## src/rtl/spi_reg_bank_if.sv

```systemverilog
// Byte-level link between the SPI slave front end and the register bank.
// The master side drives received bytes and begin pulses; the slave side returns tx_byte.
interface spi_reg_bank_if;
    logic       transaction_begin;
    logic       rx_byte_available;
    logic [7:0] rx_byte;
    logic [7:0] tx_byte;

    modport master (
        output transaction_begin,
        output rx_byte_available,
        output rx_byte,
        input  tx_byte
    );

    modport slave (
        input  transaction_begin,
        input  rx_byte_available,
        input  rx_byte,
        output tx_byte
    );
endinterface

```

## src/rtl/spi_reg_bank.sv

```systemverilog
// Command-decoding register bank behind an SPI slave: auto-incrementing burst
// reads/writes over a 7-bit address space, driving bootloader-force and GPIO outputs.
module spi_reg_bank #(
    parameter logic [7:0] FPGA_VER = 8'hC1,
    parameter int         GPIO_W   = 8
) (
    input  logic              clk,
    input  logic              reset,
    spi_reg_bank_if.slave     spi,
    output logic              bootloader_force,
    output logic [GPIO_W-1:0] gpio_out,
    input  logic [GPIO_W-1:0] gpio_in
);
    typedef enum logic [1:0] {IDLE, CMD, WDATA, RDATA} state_t;

    state_t            state_q, state_d;
    logic [6:0]        addr_q, addr_d;
    logic [7:0]        tx_q, tx_d;
    logic              force_q, force_d;
    logic [GPIO_W-1:0] gpio_out_q, gpio_out_d;
    logic [7:0]        scratch_q, scratch_d;
    logic [7:0]        xfer_q, xfer_d;
    logic [1:0]        rx_shift_q, rx_shift_d;
    logic [GPIO_W-1:0] gpio_meta_q, gpio_meta_d;
    logic [GPIO_W-1:0] gpio_sync_q, gpio_sync_d;

    logic       rx_edge;
    logic [6:0] rd_addr;
    logic [7:0] rd_data;
    logic [7:0] gpio_in_ext;
    logic [7:0] gpio_out_ext;

    // Zero-extend the GPIO views to a full register byte.
    genvar gi;
    generate
        for (gi = 0; gi < 8; gi++) begin : g_gpio_ext
            if (gi < GPIO_W) begin : g_used
                assign gpio_in_ext[gi]  = gpio_sync_q[gi];
                assign gpio_out_ext[gi] = gpio_out_q[gi];
            end else begin : g_pad
                assign gpio_in_ext[gi]  = 1'b0;
                assign gpio_out_ext[gi] = 1'b0;
            end
        end
    endgenerate

    assign rx_edge          = (rx_shift_q == 2'b01);
    assign spi.tx_byte      = tx_q;
    assign bootloader_force = force_q;
    assign gpio_out         = gpio_out_q;

    // The command byte itself carries the first read address.
    always_comb begin
        rd_addr = (state_q == CMD) ? spi.rx_byte[6:0] : addr_q;
        case (rd_addr)
            7'h00:   rd_data = FPGA_VER;
            7'h01:   rd_data = {7'b0, force_q};
            7'h02:   rd_data = gpio_out_ext;
            7'h03:   rd_data = gpio_in_ext;
            7'h04:   rd_data = scratch_q;
            7'h05:   rd_data = xfer_q;
            default: rd_data = 8'h00;
        endcase
    end

    always_comb begin
        state_d     = state_q;
        addr_d      = addr_q;
        tx_d        = tx_q;
        force_d     = force_q;
        gpio_out_d  = gpio_out_q;
        scratch_d   = scratch_q;
        xfer_d      = xfer_q;
        rx_shift_d  = {rx_shift_q[0], spi.rx_byte_available};
        gpio_meta_d = gpio_in;
        gpio_sync_d = gpio_meta_q;

        if (spi.transaction_begin) begin
            state_d = CMD;
            tx_d    = 8'h00;
        end else if (rx_edge) begin
            case (state_q)
                CMD: begin
                    if (spi.rx_byte[7]) begin
                        state_d = WDATA;
                        addr_d  = spi.rx_byte[6:0];
                    end else begin
                        state_d = RDATA;
                        addr_d  = spi.rx_byte[6:0] + 7'd1;
                        tx_d    = rd_data;
                    end
                end
                WDATA: begin
                    case (addr_q)
                        7'h01:   force_d    = spi.rx_byte[0];
                        7'h02:   gpio_out_d = spi.rx_byte[GPIO_W-1:0];
                        7'h04:   scratch_d  = spi.rx_byte;
                        default: ;
                    endcase
                    addr_d = addr_q + 7'd1;
                    xfer_d = xfer_q + 8'd1;
                    tx_d   = 8'h00;
                end
                RDATA: begin
                    tx_d   = rd_data;
                    addr_d = addr_q + 7'd1;
                    xfer_d = xfer_q + 8'd1;
                end
                default: ;
            endcase
        end
    end

    always_ff @(posedge clk or posedge reset) begin
        if (reset) begin
            state_q     <= IDLE;
            addr_q      <= '0;
            tx_q        <= '0;
            force_q     <= 1'b0;
            gpio_out_q  <= '0;
            scratch_q   <= '0;
            xfer_q      <= '0;
            rx_shift_q  <= '0;
            gpio_meta_q <= '0;
            gpio_sync_q <= '0;
        end else begin
            state_q     <= state_d;
            addr_q      <= addr_d;
            tx_q        <= tx_d;
            force_q     <= force_d;
            gpio_out_q  <= gpio_out_d;
            scratch_q   <= scratch_d;
            xfer_q      <= xfer_d;
            rx_shift_q  <= rx_shift_d;
            gpio_meta_q <= gpio_meta_d;
            gpio_sync_q <= gpio_sync_d;
        end
    end
endmodule

```

## src/flat_wrapper.sv

```systemverilog
// flat-port wrapper written by rule: the top's interface ports become plain ports
module spi_reg_bank_flat 
#(
    parameter logic [7:0] FPGA_VER = 8'hC1,
    parameter int         GPIO_W   = 8
)
  (clk, reset, bootloader_force, gpio_out, gpio_in, spi_transaction_begin, spi_rx_byte_available, spi_rx_byte, spi_tx_byte);
  spi_reg_bank_if spi_i ();
  input  logic clk;
  input  logic reset;
  output logic bootloader_force;
  output logic [GPIO_W-1:0] gpio_out;
  input  logic [GPIO_W-1:0] gpio_in;
  input wire logic [$bits(spi_i.transaction_begin)-1:0] spi_transaction_begin;
  input wire logic [$bits(spi_i.rx_byte_available)-1:0] spi_rx_byte_available;
  input wire logic [$bits(spi_i.rx_byte)-1:0] spi_rx_byte;
  output wire logic [$bits(spi_i.tx_byte)-1:0] spi_tx_byte;
  assign spi_i.transaction_begin = spi_transaction_begin;
  assign spi_i.rx_byte_available = spi_rx_byte_available;
  assign spi_i.rx_byte = spi_rx_byte;
  assign spi_tx_byte = spi_i.tx_byte;
  spi_reg_bank #(.FPGA_VER(FPGA_VER), .GPIO_W(GPIO_W)) u_core (.clk(clk), .reset(reset), .spi(spi_i), .bootloader_force(bootloader_force), .gpio_out(gpio_out), .gpio_in(gpio_in));
endmodule
```

## config.mk

```make
export PLATFORM = sky130hd
export DESIGN_NAME = spi_reg_bank_flat
export DESIGN_NICKNAME = d
export VERILOG_FILES = /design/src/rtl/spi_reg_bank_if.sv /design/src/rtl/spi_reg_bank.sv /design/src/flat_wrapper.sv
export SDC_FILE = /design/constraint.sdc
export NUM_CORES = 1
export LEC_CHECK = 0
export ABC_AREA = 1
export CAP_MARGIN = 5
export CORE_MARGIN = 2
export CORE_UTILIZATION = 30
export CTS_CLUSTER_SIZE = 30
export DETAILED_ROUTE_END_ITERATION = 8
export GPL_TIMING_DRIVEN = 0
export PLACE_DENSITY = 0.58
export RECOVER_POWER = 100
export SLEW_MARGIN = 20
export SYNTH_ARGS = -nofsm -noshare
export SYNTH_HDL_FRONTEND = slang
export SYNTH_SLANG_ARGS = --single-unit
export TNS_END_PERCENT = 20
```

## constraint.sdc

```tcl
create_clock -name clk -period 2.76 [get_ports clk]
set_input_delay 0.552 -clock clk [delete_from_list [all_inputs] [get_ports clk]]
set_output_delay 0.552 -clock clk [all_outputs]
set_load 0.01 [all_outputs]
```

Word-level counts from Yosys, hierarchy flattened
Cells that the tools add are included.
Widths: inputs -> output; s select.
{"block": "word_totals", "elab_cells": 52, "regBits": 60, "output_inout_bits": 17}
{"block": "classes", "n_bitwise": 1, "eq_ne": 13, "addsub": 3, "n_reduce_logical": 13, "muxes": 12}
{"cell": "$pmux 8 s6", "count": 1}
{"cell": "$mux 8", "count": 3}
{"cell": "$pmux 8 s3", "count": 1}
{"cell": "$eq 7x2->1 const B", "count": 3}
{"cell": "$eq 7x3->1 const B", "count": 3}
{"cell": "$add 7x1->7 const B", "count": 2}
{"cell": "$eq 7x1->1 const B", "count": 2}
{"cell": "$mux 7", "count": 2}
{"cell": "$pmux 7 s2", "count": 1}
{"cell": "$reduce_and 4->1", "count": 3}
{"cell": "$reduce_and 3->1", "count": 3}
{"cell": "$add 8x1->8 const B", "count": 1}
{"cell": "$logic_not 7->1", "count": 1}
{"cell": "$mux 2", "count": 3}
{"cell": "$reduce_bool 2->1", "count": 3}
{"cell": "$eq 2x1->1 const B", "count": 2}
{"cell": "$eq 2x2->1 const B", "count": 2}
{"cell": "$reduce_bool 4->1", "count": 1}
{"cell": "$ne 3x3->1 const B", "count": 1}
{"cell": "$reduce_and 2->1", "count": 1}
{"cell": "$reduce_or 2->1", "count": 1}
{"cell": "$mux 1", "count": 1}
{"cell": "$not 1->1", "count": 1}

Depth between registers and ports, before layout
{"block": "logic_depth", "word_depth": 8, "depth_mapped": 14, "depth_no_buf": 12}

Worst setup path after synthesis
No wires, ideal clock.
{"block": "synth_path", "kind": "input -> register", "from": "in spi_transaction_begin", "to": "reg u_core.gpio_out_q[2] (netlist: u_core.gpio_out[2])", "arrival_time_ns": 1.399, "path_buffers": 1, "path_stages": 7, "required_time_ns": 2.641, "setup_slack_ns": 1.242, "path_cell_list": "nor3_4 > inv_2 > nor2_4 > nand3_4 > buf_6 > nand2_1 > o21ai_2"}
{"block": "synth_via", "elab_chain_cells": 2}
{"item": "start, declared", "line": "flat_wrapper.sv:14", "text": "input wire logic [$bits(spi_i.transaction_begin)-1:0] spi_transaction_begin;"}
{"item": "$not 1->1 (no source line)"}
{"item": "$reduce_and 4->1 (no source line)"}
{"item": "end signal, assigned", "line": "spi_reg_bank.sv:131", "text": "gpio_out_q <= gpio_out_d;"}
{"item": "end, declared", "line": "spi_reg_bank.sv:20", "text": "logic [GPIO_W-1:0] gpio_out_q, gpio_out_d;"}
Every way passes these cells.
A chain may end at the register's enable or synchronous reset.

Worst setup path in the final report
Ends and elaborated chain as after synthesis.

==> metrics.txt <==
post-synthesis cell type count 34; chip height 104.5 µm; post-DR wirelength/cell 13.56 µm; post-synthesis instance area 3030 µm²; final worst-path cycle share 84.31%; Hold Path Class register to register; Post-synth EDFFs 0; Critical Path RT 2.98 ns; Clock Tree Buf Depth 2; layout cells sized above 1 11.79%; row count 36; CTS Hold Buffers Added 0; Vias 2528; synthesized flop and latch total 60; Clk Latency, worst-skew pair 0.34 ns; Resized Gates After CTS 0; Area growth syn-to-layout 24.40%; first-pass GRT wire length 12.61 mm; Mapped Avg Cell Area 8.560 µm²; Area after DPL 3580 µm²; most frequent cells in the layout nand2_1, dfrtp_1, nand3_1; DRC 0; DIE WIDTH 104.5 µm; CTS sink cnt 60; Die ar. 10920 µm²; TritonCTS buffer count 9; Mapped Cells 354; Main synth FF type dfrtp_1; CTS tree done; CP Max Fanout 10; dominant cell type by area after synthesis dfrtp_1; htree depth 3; CP Capture Type register; core area 9774 µm²; diode count 0; Layout fillers 1034; Leakage Power 1.841 nW; Final Hold Vio Count 0; Synth Net Count 380; Final Power 2.252 mW; Clk pin slew, worst setup/hold paths 0.07 ns; setup bufs post-CTS 0; synth top area cells dfrtp_1, nand2_1, nand3_1; vias per cell 4.681; IO buf count 36; number of global-route vias before repair 2563; grt ovf 0; final core occ 38.57%; Worst Tran Pin Value 1.381 ns; final net count 428; IO Pins 37; sequential area share after synthesis 49.55%; Clock Tree Root clkbuf_8; synth warn 0; critical setup path kind input pin to register; final WL 7.322 mm; Slew Limit Fails 0; largest net degree at the start of global routing 32; Post-synth ARST share 100.0%; Antenna Nets Post-Route 0; fin cells 540; Final setup viols 0; Relative slew margins 7.400%; Total GRT Usage 14.60%; Max Fclk 429.8 MHz; initial antenna violation count 0; DR iter-0 viols 155; Initial Utilization 31.00%; hpwl dp 5.518 mm; RSZ-0062 raised after global routing no; Max VDD drop 0.0003154 V; drt pass-1 iters 4; RD Place Congestion 0.8970; Cell Pwr Density 597.3 nW/µm²; share of the synthesized area in the top cell type 49.55%; dpl cells 524; Tmin final 2.327 ns; commonest non-fill, non-tap cell in the layout nand2_1; final instance area 3770 µm²; status finished, final reports clean; max-capacitance violation count 0; clk_skew 0.01065 ns; startpoint types input pin; Worst EP arrival 2.55 ns
[layer usage]
metal,track usage (%),up-vias,part of all wire (%)
met2,22.69,55,46
met3,3.634,16,4.2
met1,19.35,1200,48
met4,6.081,0,1.8
met5,0,-,0
li1,-,1257,-
[synthesized netlist by cell type (2+ instances only)]
library cell,number
a21oi_1,9
a22oi_1,2
a31oi_1,2
buf_4,2
buf_6,5
dfrtp_1,60
ha_1,6
inv_1,25
inv_2,3
nand2_1,102
nand2_2,6
nand3_1,41
nand4_1,6
nor2_1,18
nor2_2,4
nor2_4,2
nor3_1,2
o21ai_0,17
o21ai_1,12
o21ai_2,10
xnor2_1,3
xor2_1,5
[report_power, final]
group          internal, mW  switching, mW
Combinational         0.108          0.190
Sequential            0.938         0.0649
Clock                 0.601          0.350
Total                  1.65          0.604
[path summary, 6_finish.rpt]
| path | start | endpoint | slack (ns) | cells past startpoint |
|---|---|---|---|---|
| max | spi_transaction_begin | u_core.gpio_out[2] | 0.43 | 8 |
| min | u_core.gpio_meta_q[1] | u_core.gpio_in_ext[1] | 0.35 | 0 |
| max reg2reg | u_core.state_q[1] | u_core.gpio_out[2] | 0.56 | 9 |
| min reg2reg | u_core.gpio_meta_q[1] | u_core.gpio_in_ext[1] | 0.35 | 0 |
| max in group asynchronous | reset | u_core.gpio_out[3] | 1.07 | 3 |
| min in group asynchronous | reset | u_core.gpio_in_ext[3] | 0.97 | 2 |
[worst max-delay path, stage by stage]
cell	delay (ns)
dlygate4sd3_1	0.61
nor3_1	0.60
inv_2	0.11
nor2_4	0.20
nand3_4	0.16
buf_6	0.19
nand2_1	0.05
o21ai_0	0.07
[flip-flops by register name (all words and copies together) (netlist names)]
name / count
u_core.state_q: 2
u_core.rx_shift_q: 2
u_core.gpio_in_ext: 8
u_core.gpio_out: 8
u_core.addr_q: 7
u_core.xfer_q: 8
u_core.scratch_q: 8
u_core.bootloader_force: 1
u_core.gpio_meta_q: 8
u_core.spi.tx_byte: 8
[stage by stage]
stage,setup WS (ns),TNS [ns],hold WS [ns]
after floorplan,0.7233,0,0.3312
final,0.4331,0,0.3489
after detailed placement,0.3052,0,0.3347
after global placement,-0.3772,-22.39,0.3343
after global routing,0.2321,0,0.3584
after CTS,0.6603,0,0.3507
[cell families (layout without fill, tap and decap cells)]
| group | Yosys count | count (layout) | synth area share [%] |
|---|---|---|---|
| adder cells (fa/ha/maj) | 6 | 6 | 2.477 |
| multiplexers | 1 | 1 | 0.3716 |
| flip-flops | 60 | 60 | 49.55 |
| buffers and inverters | 39 | 92 | 6.523 |
| AND/OR/NAND/NOR | 186 | 186 | 28.16 |
| XOR/XNOR | 8 | 8 | 2.312 |
| AO/OA/AOI/OAI | 54 | 54 | 10.61 |
[area by class of cell]
type                       count  area (µm²)  share of cell area (%)
multi-input combinational    255        1294                   34.32
clock buffer                  10       127.6                   3.385
buffer                         9       72.57                   1.925
sequential                    60        1501                   39.83
clock inverter                 6       112.6                   2.987
tap                          133       166.4                   4.414
timing repair buffer          37       380.4                   10.09
inverter                      30       115.1                   3.053
Power figures use the tool's default switching activity.
